<file path="src/rtl/led_scan_mux.sv">
// Time-multiplexes four BCD digits onto the LED decoder one digit per SCAN_DIV clocks,
// snapshotting all digits at each frame boundary so a mid-frame update cannot tear the display.
module led_scan_mux #(
  parameter int          SCAN_DIV   = 50000,
  parameter logic [3:0]  BLANK_CODE = 4'hF
) (
  input  logic       sys_clk,
  input  logic       sys_rst_n,
  input  logic       en,
  input  logic       lz_blank,
  input  logic [3:0] digit0,
  input  logic [3:0] digit1,
  input  logic [3:0] digit2,
  input  logic [3:0] digit3,
  output logic [3:0] num_in,
  output logic [1:0] ctrl_led,
  output logic       frame_tick
);

  localparam int             DW       = (SCAN_DIV > 2) ? $clog2(SCAN_DIV) : 1;
  localparam logic [DW-1:0]  DIV_LAST = DW'(SCAN_DIV - 1);

  logic [DW-1:0] r_divCnt;
  logic [1:0]    r_idx;
  logic [15:0]   r_snap;
  logic [3:0]    r_numIn;
  logic [1:0]    r_ctrlLed;
  logic          r_frameTick;

  logic [15:0]   w_live;
  logic          w_step;
  logic          w_boundary;
  logic [1:0]    w_nextIdx;
  logic [3:0]    w_nextCode;

  // Digit j is a leading zero when it and every more-significant digit of the same source are 0
  function automatic logic [3:0] codeFor(input logic [1:0] j, input logic [15:0] src,
                                         input logic lz);
    logic [3:0] v;
    logic       allZero;
    v       = src[int'(j)*4 +: 4];
    allZero = 1'b1;
    for (int k = 0; k < 4; k++) begin
      if (k >= int'(j) && src[k*4 +: 4] != 4'd0) allZero = 1'b0;
    end
    if (v > 4'd9)                          return BLANK_CODE;
    else if (lz && j != 2'd0 && allZero)   return BLANK_CODE;
    else                                   return v;
  endfunction

  assign w_live     = {digit3, digit2, digit1, digit0};
  assign w_step     = en && (r_divCnt == DIV_LAST);
  assign w_boundary = (r_idx == 2'd3);
  assign w_nextIdx  = r_idx + 2'd1;

  // The boundary step shows digit 0 straight from the live inputs being snapshotted on that edge
  always_comb begin
    w_nextCode = BLANK_CODE;
    if (w_boundary) w_nextCode = codeFor(2'd0, w_live, lz_blank);
    else            w_nextCode = codeFor(w_nextIdx, r_snap, lz_blank);
  end

  always_ff @(posedge sys_clk) begin
    if (!sys_rst_n) begin
      r_divCnt    <= '0;
      r_idx       <= 2'd3;
      r_snap      <= '0;
      r_ctrlLed   <= 2'd0;
      r_numIn     <= BLANK_CODE;
      r_frameTick <= 1'b0;
    end else begin
      r_frameTick <= 1'b0;
      if (w_step) begin
        r_divCnt  <= '0;
        r_idx     <= w_nextIdx;
        r_ctrlLed <= w_nextIdx;
        r_numIn   <= w_nextCode;
        if (w_boundary) begin
          r_snap      <= w_live;
          r_frameTick <= 1'b1;
        end
      end else if (en) begin
        r_divCnt <= r_divCnt + DW'(1);
      end
    end
  end

  assign num_in     = r_numIn;
  assign ctrl_led   = r_ctrlLed;
  assign frame_tick = r_frameTick;

endmodule

</file>
<file path="config.mk">
export PLATFORM = sky130hd
export DESIGN_NAME = led_scan_mux
export DESIGN_NICKNAME = d
export VERILOG_FILES = /design/src/rtl/led_scan_mux.sv
export SDC_FILE = /design/constraint.sdc
export NUM_CORES = 1
export LEC_CHECK = 0
export CAP_MARGIN = 25
export CELL_PAD_IN_SITES_DETAIL_PLACEMENT = 1
export CELL_PAD_IN_SITES_GLOBAL_PLACEMENT = 1
export CORE_UTILIZATION = 35
export DETAILED_ROUTE_END_ITERATION = 7
export DONT_BUFFER_PORTS = 1
export GPL_TIMING_DRIVEN = 0
export PLACE_DENSITY = 0.59
export SYNTH_ARGS = -nofsm -noshare
export SYNTH_HDL_FRONTEND = slang
export SYNTH_SLANG_ARGS = --single-unit
</file>
<file path="constraint.sdc">
create_clock -name sys_clk -period 5.44 [get_ports sys_clk]
set_clock_uncertainty 0.15 [all_clocks]
set_input_delay 0.272 -clock sys_clk [delete_from_list [all_inputs] [get_ports sys_clk]]
set_output_delay 0.272 -clock sys_clk [all_outputs]
set_load 0.01 [all_outputs]
</file>
After elaboration in Yosys (flattened, before gate mapping):

Cells that the tools add are included.

* register bits: 41
* bits in latches: 0
* logic and storage cells: 41
* RAM bits: 0
* ROM bits: 0
* memories kept: 0
* output and inout port bits: 7

* multiply operators: 0
* equal/unequal tests: 2
* reductions and logical operators: 14
* shifts and indexed selects: 1
* divide/modulo/power cells: 0
* mux-type cells: 10
* order comparisons: 5
* bitwise gates (word level): 1
* add/subtract/negate cells: 2

Operator list (count)
* adder 16 x 1 -> 16 bit, second input constant: 1
* equality test 16 bit, second input constant: 1
* two-way mux 4 bit: 4
* nonzero test 4 bit: 4
* variable part select 16 x 5 -> 4 bit: 1
* greater-than comparator 4 bit, second input constant: 2
* logical AND 1 bit: 6
* two-way mux 1 bit: 6
* greater-or-equal comparator 1 x 2 -> 1 bit, first input constant: 2
* AND reduction 2 bit: 2
* adder 2 x 1 -> 2 bit, second input constant: 1
* equality test 2 bit, second input constant: 1
* greater-or-equal comparator 2 bit, first input constant: 1
* nonzero test 2 bit: 1
* OR reduction 2 bit: 1
* inverter 1 bit: 1

Logic depth before layout (Yosys ltp):

Gate-level depths: netlist of run 1.

* depth in word-level cells: 12
* depth in mapped cells: 7

Worst setup path before layout of run 1:

Ideal clock, no wire load.

* path type: register to register
* start: reg r_idx[0]
* end: reg r_numIn[1], in the netlist num_in[1]
* stages on the path, launching flop included: 7
* arrival: 1.969 ns
* required time: 5.148 ns
* slack: 3.178 ns
* library setup time: 0.142 ns
* clock period less this slack: 2.262 ns
* cells stage by stage: dfxtp_1 -> clkbuf_1 -> inv_1 -> ha_1 -> mux4_2 -> a2111oi_0 -> o311ai_1

* longest elaborated chain between the ends: 12
* elaborated cells on any way between the ends: 21
* those cells by class: add/sub (1); order compare (4); eq/ne (1); shift (1); mux (8); reduce/logical (6)

Ends and longest elaborated chain
* start: declaration: RTL line 24 `logic [1:0] r_idx;`
* start signal: assignment: RTL line 75 `r_idx <= w_nextIdx;`
* adder 2 x 1 -> 2 bit *: RTL line 54 `assign w_nextIdx = r_idx + 2'd1;`
* net w_nextIdx[0]: RTL line 33 `logic [1:0] w_nextIdx;`
* greater-or-equal comparator 1 x 2 -> 1 bit: RTL line 44 `if (k >= int'(j) && src[k*4 +: 4] != 4'd0) allZero = 1'b0;`
* logical AND 1 bit: RTL line 44
* two-way mux 1 bit (4 in series): RTL line 44
* two-way mux 1 bit: RTL line 59 `if (w_boundary) w_nextCode = codeFor(2'd0, w_live, lz_blank);`
* logical AND 1 bit: RTL line 47 `else if (lz && j != 2'd0 && allZero) return BLANK_CODE;`
* two-way mux 4 bit: RTL line 47
* two-way mux 4 bit *: RTL line 46 `if (v > 4'd9) return BLANK_CODE;`
* two-way mux 4 bit *: RTL line 59
* end signal: assignment: RTL line 77 `r_numIn <= w_nextCode;`
* end: declaration: RTL line 26 `logic [3:0] r_numIn;`

Mark *: on every way through the listed nets, which the timed path passes. The rest lies on a longest branch. The select of a mux whose other input is x is not followed.
A chain may end at the register's enable or synchronous reset.

Worst setup path after layout of run 1:

* start: reg r_idx[0]
* end: reg r_numIn[2], in the netlist num_in[2]

Same word-level chain as after synthesis.

==> results of run 1 <==
## layout by cell type, fill, tap and decap left out, types with 6 or more instances in the layout
cell type and instances:
a21oi_1 21, clkbuf_1 7, clkbuf_8 6, dfxtp_1 41
dlygate4sd3_1 15, nand2_1 11, nand3_1 23, nor2_1 15
o21ai_0 6, o21ai_1 16, xnor2_1 8
## worst max-delay path, stage by stage (launching register included)
cell,delay (ns)
dfxtp_1,0.35
clkbuf_1,0.30
inv_1,0.18
ha_1,0.46
mux4_2,0.36
a2111oi_0,0.59
o311ai_1,0.18
## metrics by stage
stage / util (%) / std cells / hold slack [ns] / cell area (µm²)
floorplan: - / 211 / 0.2739 / 1892
global placement: 38.27 / 281 / 0.2747 / 1979
detailed placement: 38.27 / 281 / 0.2828 / 1979
CTS: 42.65 / 302 / 0.003118 / 2206
global route: 42.84 / 303 / 0.006730 / 2216
finish: 42.84 / 303 / 0.01152 / 2216
## area by class of cell
type | count | area, µm²
Buffer | 14 | 76.32
Fill cell | 606 | 2957
Multi-Input combinational cell | 151 | 975.9
Sequential cell | 41 | 820.8
Clock buffer | 7 | 86.33
Inverter | 5 | 18.77
Timing Repair Buffer | 15 | 150.1
Tap cell | 70 | 87.58
## layer usage
| metal | GRT usage (%) | wire length (µm) |
|---|---|---|
| met2 | 37.80 | 2741 |
| met3 | 4.762 | 145 |
| met4 | 6.584 | 66 |
| met5 | 0 | 0 |
| met1 | 20.80 | 1961 |
## flip-flops by register name, indices dropped and copies added, names as in the netlist
signal / flops
frame_tick: 1
r_divCnt: 16
ctrl_led: 2
r_idx: 2
num_in: 4
r_snap: 16
## logic make-up after synthesis
group | Yosys count | synth area share [%]
AND/OR/NAND/NOR | 75 | 21.23
XOR/XNOR | 12 | 5.953
adder cells (fa/ha/maj) | 3 | 1.984
multiplexers | 5 | 5.291
buffers and inverters | 19 | 5.026
AO/OA/AOI/OAI | 56 | 17.13
flip-flops | 41 | 43.39
## power by group
group | switching [mW] | leakage, nW | internal, mW
Sequential | 0.00184 | 0.331 | 0.301
Combinational | 0.0106 | 0.368 | 0.0120
Clock | 0.100 | 0.0443 | 0.101
Total | 0.112 | 0.743 | 0.414
## how the worst min path moves through the flow
stage,from,endpoint,slack (ns),cells after the start
detailed placement,digit1[1],r_snap[5],0.28,2
floorplan,digit0[0],r_snap[0],0.27,2
CTS,digit1[3],r_snap[7],0.003,2
global route,digit1[3],r_snap[7],0.007,2
global placement,digit3[1],r_snap[13],0.27,2
finish,digit1[3],r_snap[7],0.01,2
==> qor.yml, run 1 <==
n_antenna_cell: 0
clock_path_buffers: 2
grt_pass1_wl_mm: 8.231
slew_headroom_pct: 60.92
period_share_pct: 50.11
grt_max_degree: 12
vias_per_cell: 5.347
period_needed_ns: 2.726
hold_violations: 0
cp-startpoint: "r_idx[0]"
area_growth_pct: 17.13
cts-root-buf: "clkbuf_8"
setup_viol: 0
worst_pin_slew_ns: 0.5714
grt-ovfl-total: 0
dr.pass1.iters: 3
syn_area_um2: 1892
status: "completed"
ys_seq_area_share_pct: 43.39
port-buffer-count: 0
max_cap_viol_count: 0
fin_ws_ns: 2.714
synth_cell_types: 42
cts_setup_buffers: 0
numCtsBuffers: 5
nNetsFinal: 256
clock_latency_ns: 0.29
cp_max_fo: 6
drcViolationCount: 0
reg2reg_depth: 6
post-dp-hpwl_mm: 3.618
syn_nets: 234
start_util_pct: 36.57
setup_tns_ns: 0
finalPower_mw: 0.5267
pre_cts_slack_ns: 2.724
grt_pass1_vias: 1737
avgSynthCellArea_um2: 8.966
rr_startpoint: "r_idx[0]"
die_area_um2: 5703
end_kind: "register"
wl_per_cell_um: 16.22
synth_ff_type: "dfxtp_1"
globalRouteTotalUtil_pct: 19.64
start_kind: "register"
vias: 1620
worstSetupEndpoint: "num_in[2]"
yosysTopAreaCellShare_pct: 43.39
clock_sinks: 41
pin_count: 27
ys_warn_count: 0
yosys-top-cells-count: "41 x dfxtp_1, 23 x nand3_1, 21 x a21oi_1"
synthMostInstantiatedCell: "dfxtp_1"
antenna_found_initial: 0
crit_type: "register to register"
gp_congestion: 0.7828
fp.dieW_um: 75.52
synth_top_cells_by_area: "dfxtp_1 43%, nand3_1 6.1%, a21oi_1 5.6%, mux4_2 4.8%, o21ai_1 4.2%"
power_density_nw_per_um2: 237.7
r2r_slack_ns: 2.71
synth_edf_count: 0
rows: 26
cts_hold_buf: 14
ant_nets: 0
wirelength_mm: 4.915
leakage_nw: 0.7426
drt_iter0_markers: 53
critical_path_required_ns: 5.44
async_flop_share_pct: 0
timing.fmax_mhz: 366.9
final_max_slew_viol_count: 0
layout-drive-gt1-share_pct: 9.013
grt_setup_unrepaired: "no"
cp.arrival_ns: 2.72
synth_area_leader_cell: "dfxtp_1"
syn_inst: 211
coreArea_um2: 5172
htree_levels: 2
peakVddDrop_v: 0.00009485
cts_tree: "done"
synth_seq_cells: 41
clk_pin_slew_ns: 0.08
post_cts_resized: 0
hold_path.class: "primary input to register"
die_y_um: 75.52
timing.rr.end: "num_in[2]"
No activity file was read; power rests on OpenSTA's default activity.
==> inputs of run 2 (changes only) <==
PLACE_DENSITY = 0.61   (was 0.59)
clock period = 2.2 ns   (was 5.44 ns; I/O delays follow)
==> run 2 against run 1 <==
- via count rose by 4.6%
- worst hold slack worse by 0.0021 ns
- maximum frequency rose by 26%
- combinational power rose to 2.8 times the previous value
- first-iteration DRC count is 89% higher
- sequential cell count unchanged
- clock power grew to 3.1 times the previous value
- sequential power grew 150%
- highest routed layer unchanged
- die area unchanged
- design area is 7.5% higher
- setup slack worse by 2.7 ns
==> qor.yml, run 2 (same netlist as run 1, synthesis figures left out) <==
grt_max_degree: 13  # +1
wl_per_cell_um: 17.15  # +5.7%
ant_nets: 0  # unchanged
die_area_um2: 5703  # unchanged
grt_pass1_wl_mm: 8.252  # +0.26%
peakVddDrop_v: 0.0003368  # +260%
coreArea_um2: 5172  # unchanged
layout-drive-gt1-share_pct: 17.80  # +8.8 points
dr.pass1.iters: 4  # +1
crit_type: "register to register"
period_needed_ns: 2.163  # -0.5629 ns
rr_startpoint: "r_divCnt[11]"
vias: 1694  # +4.6%
clock_latency_ns: 0.29  # about the same
design_area_um2: 2381  # +7.5%
globalRouteTotalUtil_pct: 19.77  # +0.12 points
layout_commonest_cell: "dfxtp_1"
port-buffer-count: 0  # unchanged
area_growth_pct: 25.86
fp.dieW_um: 75.52  # unchanged
grt-ovfl-total: 0  # unchanged
cts-root-buf: "clkbuf_8"
cp_max_fo: 10  # +4
numCtsBuffers: 5  # unchanged
post-dp-hpwl_mm: 3.616  # about the same
start_kind: "register"
clk_pin_slew_ns: 0.08  # about the same
critical_path_required_ns: 2.22  # -3.22 ns
mostFrequentLayoutCells: "38 x dfxtp_1, 22 x nand3_1, 21 x a21oi_1"
start_util_pct: 36.57  # unchanged
slew_headroom_pct: 62.97  # +2.1 points
cts_tree: "done"
htree_levels: 2  # unchanged
power_density_nw_per_um2: 606.1  # +160%
pin_count: 27  # unchanged
drt_iter0_markers: 100  # +89%
timing.fmax_mhz: 462.4  # +26%
wirelength_mm: 5.249  # +6.8%
fin_ws_ns: 0.03715  # -2.677 ns
hold_violations: 0  # unchanged
cp-startpoint: "r_divCnt[11]"
pre_cts_slack_ns: -0.2415  # -2.966 ns
nFillCells: 591  # -2.5%
leakage_nw: 0.7791  # +4.9%
status: "completed"
drcViolationCount: 0  # unchanged
setup_viol: 0  # unchanged
clock_sinks: 41  # unchanged
rows: 26  # unchanged
antenna_found_initial: 0  # unchanged
nNetsFinal: 258  # +0.78%
grt_pass1_vias: 1682  # -3.2%
max_cap_viol_count: 0  # unchanged
clock_path_buffers: 2  # unchanged
vias_per_cell: 5.536  # +3.5%
period_share_pct: 98.31  # +48 points
worst_pin_slew_ns: 0.5554  # -0.01599 ns
grt_setup_unrepaired: "yes"
n_antenna_cell: 0  # unchanged
end_kind: "register"
placed_area_um2: 1981  # about the same
hold_path.class: "primary input to register"
die_y_um: 75.52  # unchanged
cp.arrival_ns: 2.18  # -0.54 ns
gp_congestion: 0.7803  # -0.32%
holdCritStartpoint: "digit0[1]"
final_max_slew_viol_count: 0  # unchanged
-- run 2: layer usage --
metal / track usage (%) / wire, µm / up-vias
li1: - / - / 819
met4: 5.556 / 43 / 0
met2: 31.85 / 2536 / 31
met5: 0 / 0 / -
met1: 26.47 / 2487 / 840
met3: 4.762 / 182 / 4
-- run 2: timing repair --
action                                 4_1_cts  5_1_grt
hold buffers                                16        0
setup endpoints to repair                   28       27
buffers inserted                             2        0
endpoints found under the hold margin       20        0
resized for setup                           16       15
pin swaps                                    0        4
-- run 2: final timing paths --
kind | slack, ns | end | cells after the start
max | 0.04 | r_snap[13] | 5
min | 0.009 | num_in[2] | 2
max reg2reg | 0.04 | r_snap[13] | 5
min reg2reg | 0.35 | r_snap[0] | 2
-- run 2: metrics by stage --
step                power (mW)  TNS (ns)  instances  hold WS [ns]  utilization (%)
floorplan               0.7920         0        211        0.1119                -
global placement        0.7986    -1.215        281        0.1142            38.29
detailed placement      0.8012    -1.930        281        0.1218            38.29
CTS                      1.451         0        307      0.002763            45.04
global route             1.496   -0.1824        306       0.02474            46.03
finish                   1.443         0        306      0.009440            46.03
-- run 2: power breakdown --
part           internal (mW)  switching (mW)
registers              0.745         0.00467
logic                 0.0320          0.0307
clock network          0.370           0.261
total                   1.15           0.296
-- run 2: critical path, stage by stage (launching register included) --
cell and delay [ns]:
dfxtp_2 0.34, or4b_4 0.55, or4_4 0.59, buf_6 0.19
o21ai_1 0.14, a21oi_1 0.08
-- run 2: cell type report --
type	instances	area (µm²)	share of cell area, %
multi-input combinational	151	1071	44.98
sequential	41	824.5	34.63
timing repair buffer	18	175.2	7.357
tap	70	87.58	3.678
clock buffer	7	86.33	3.626
buffer	13	83.83	3.521
clock inverter	1	30.03	1.261
inverter	5	22.52	0.9459
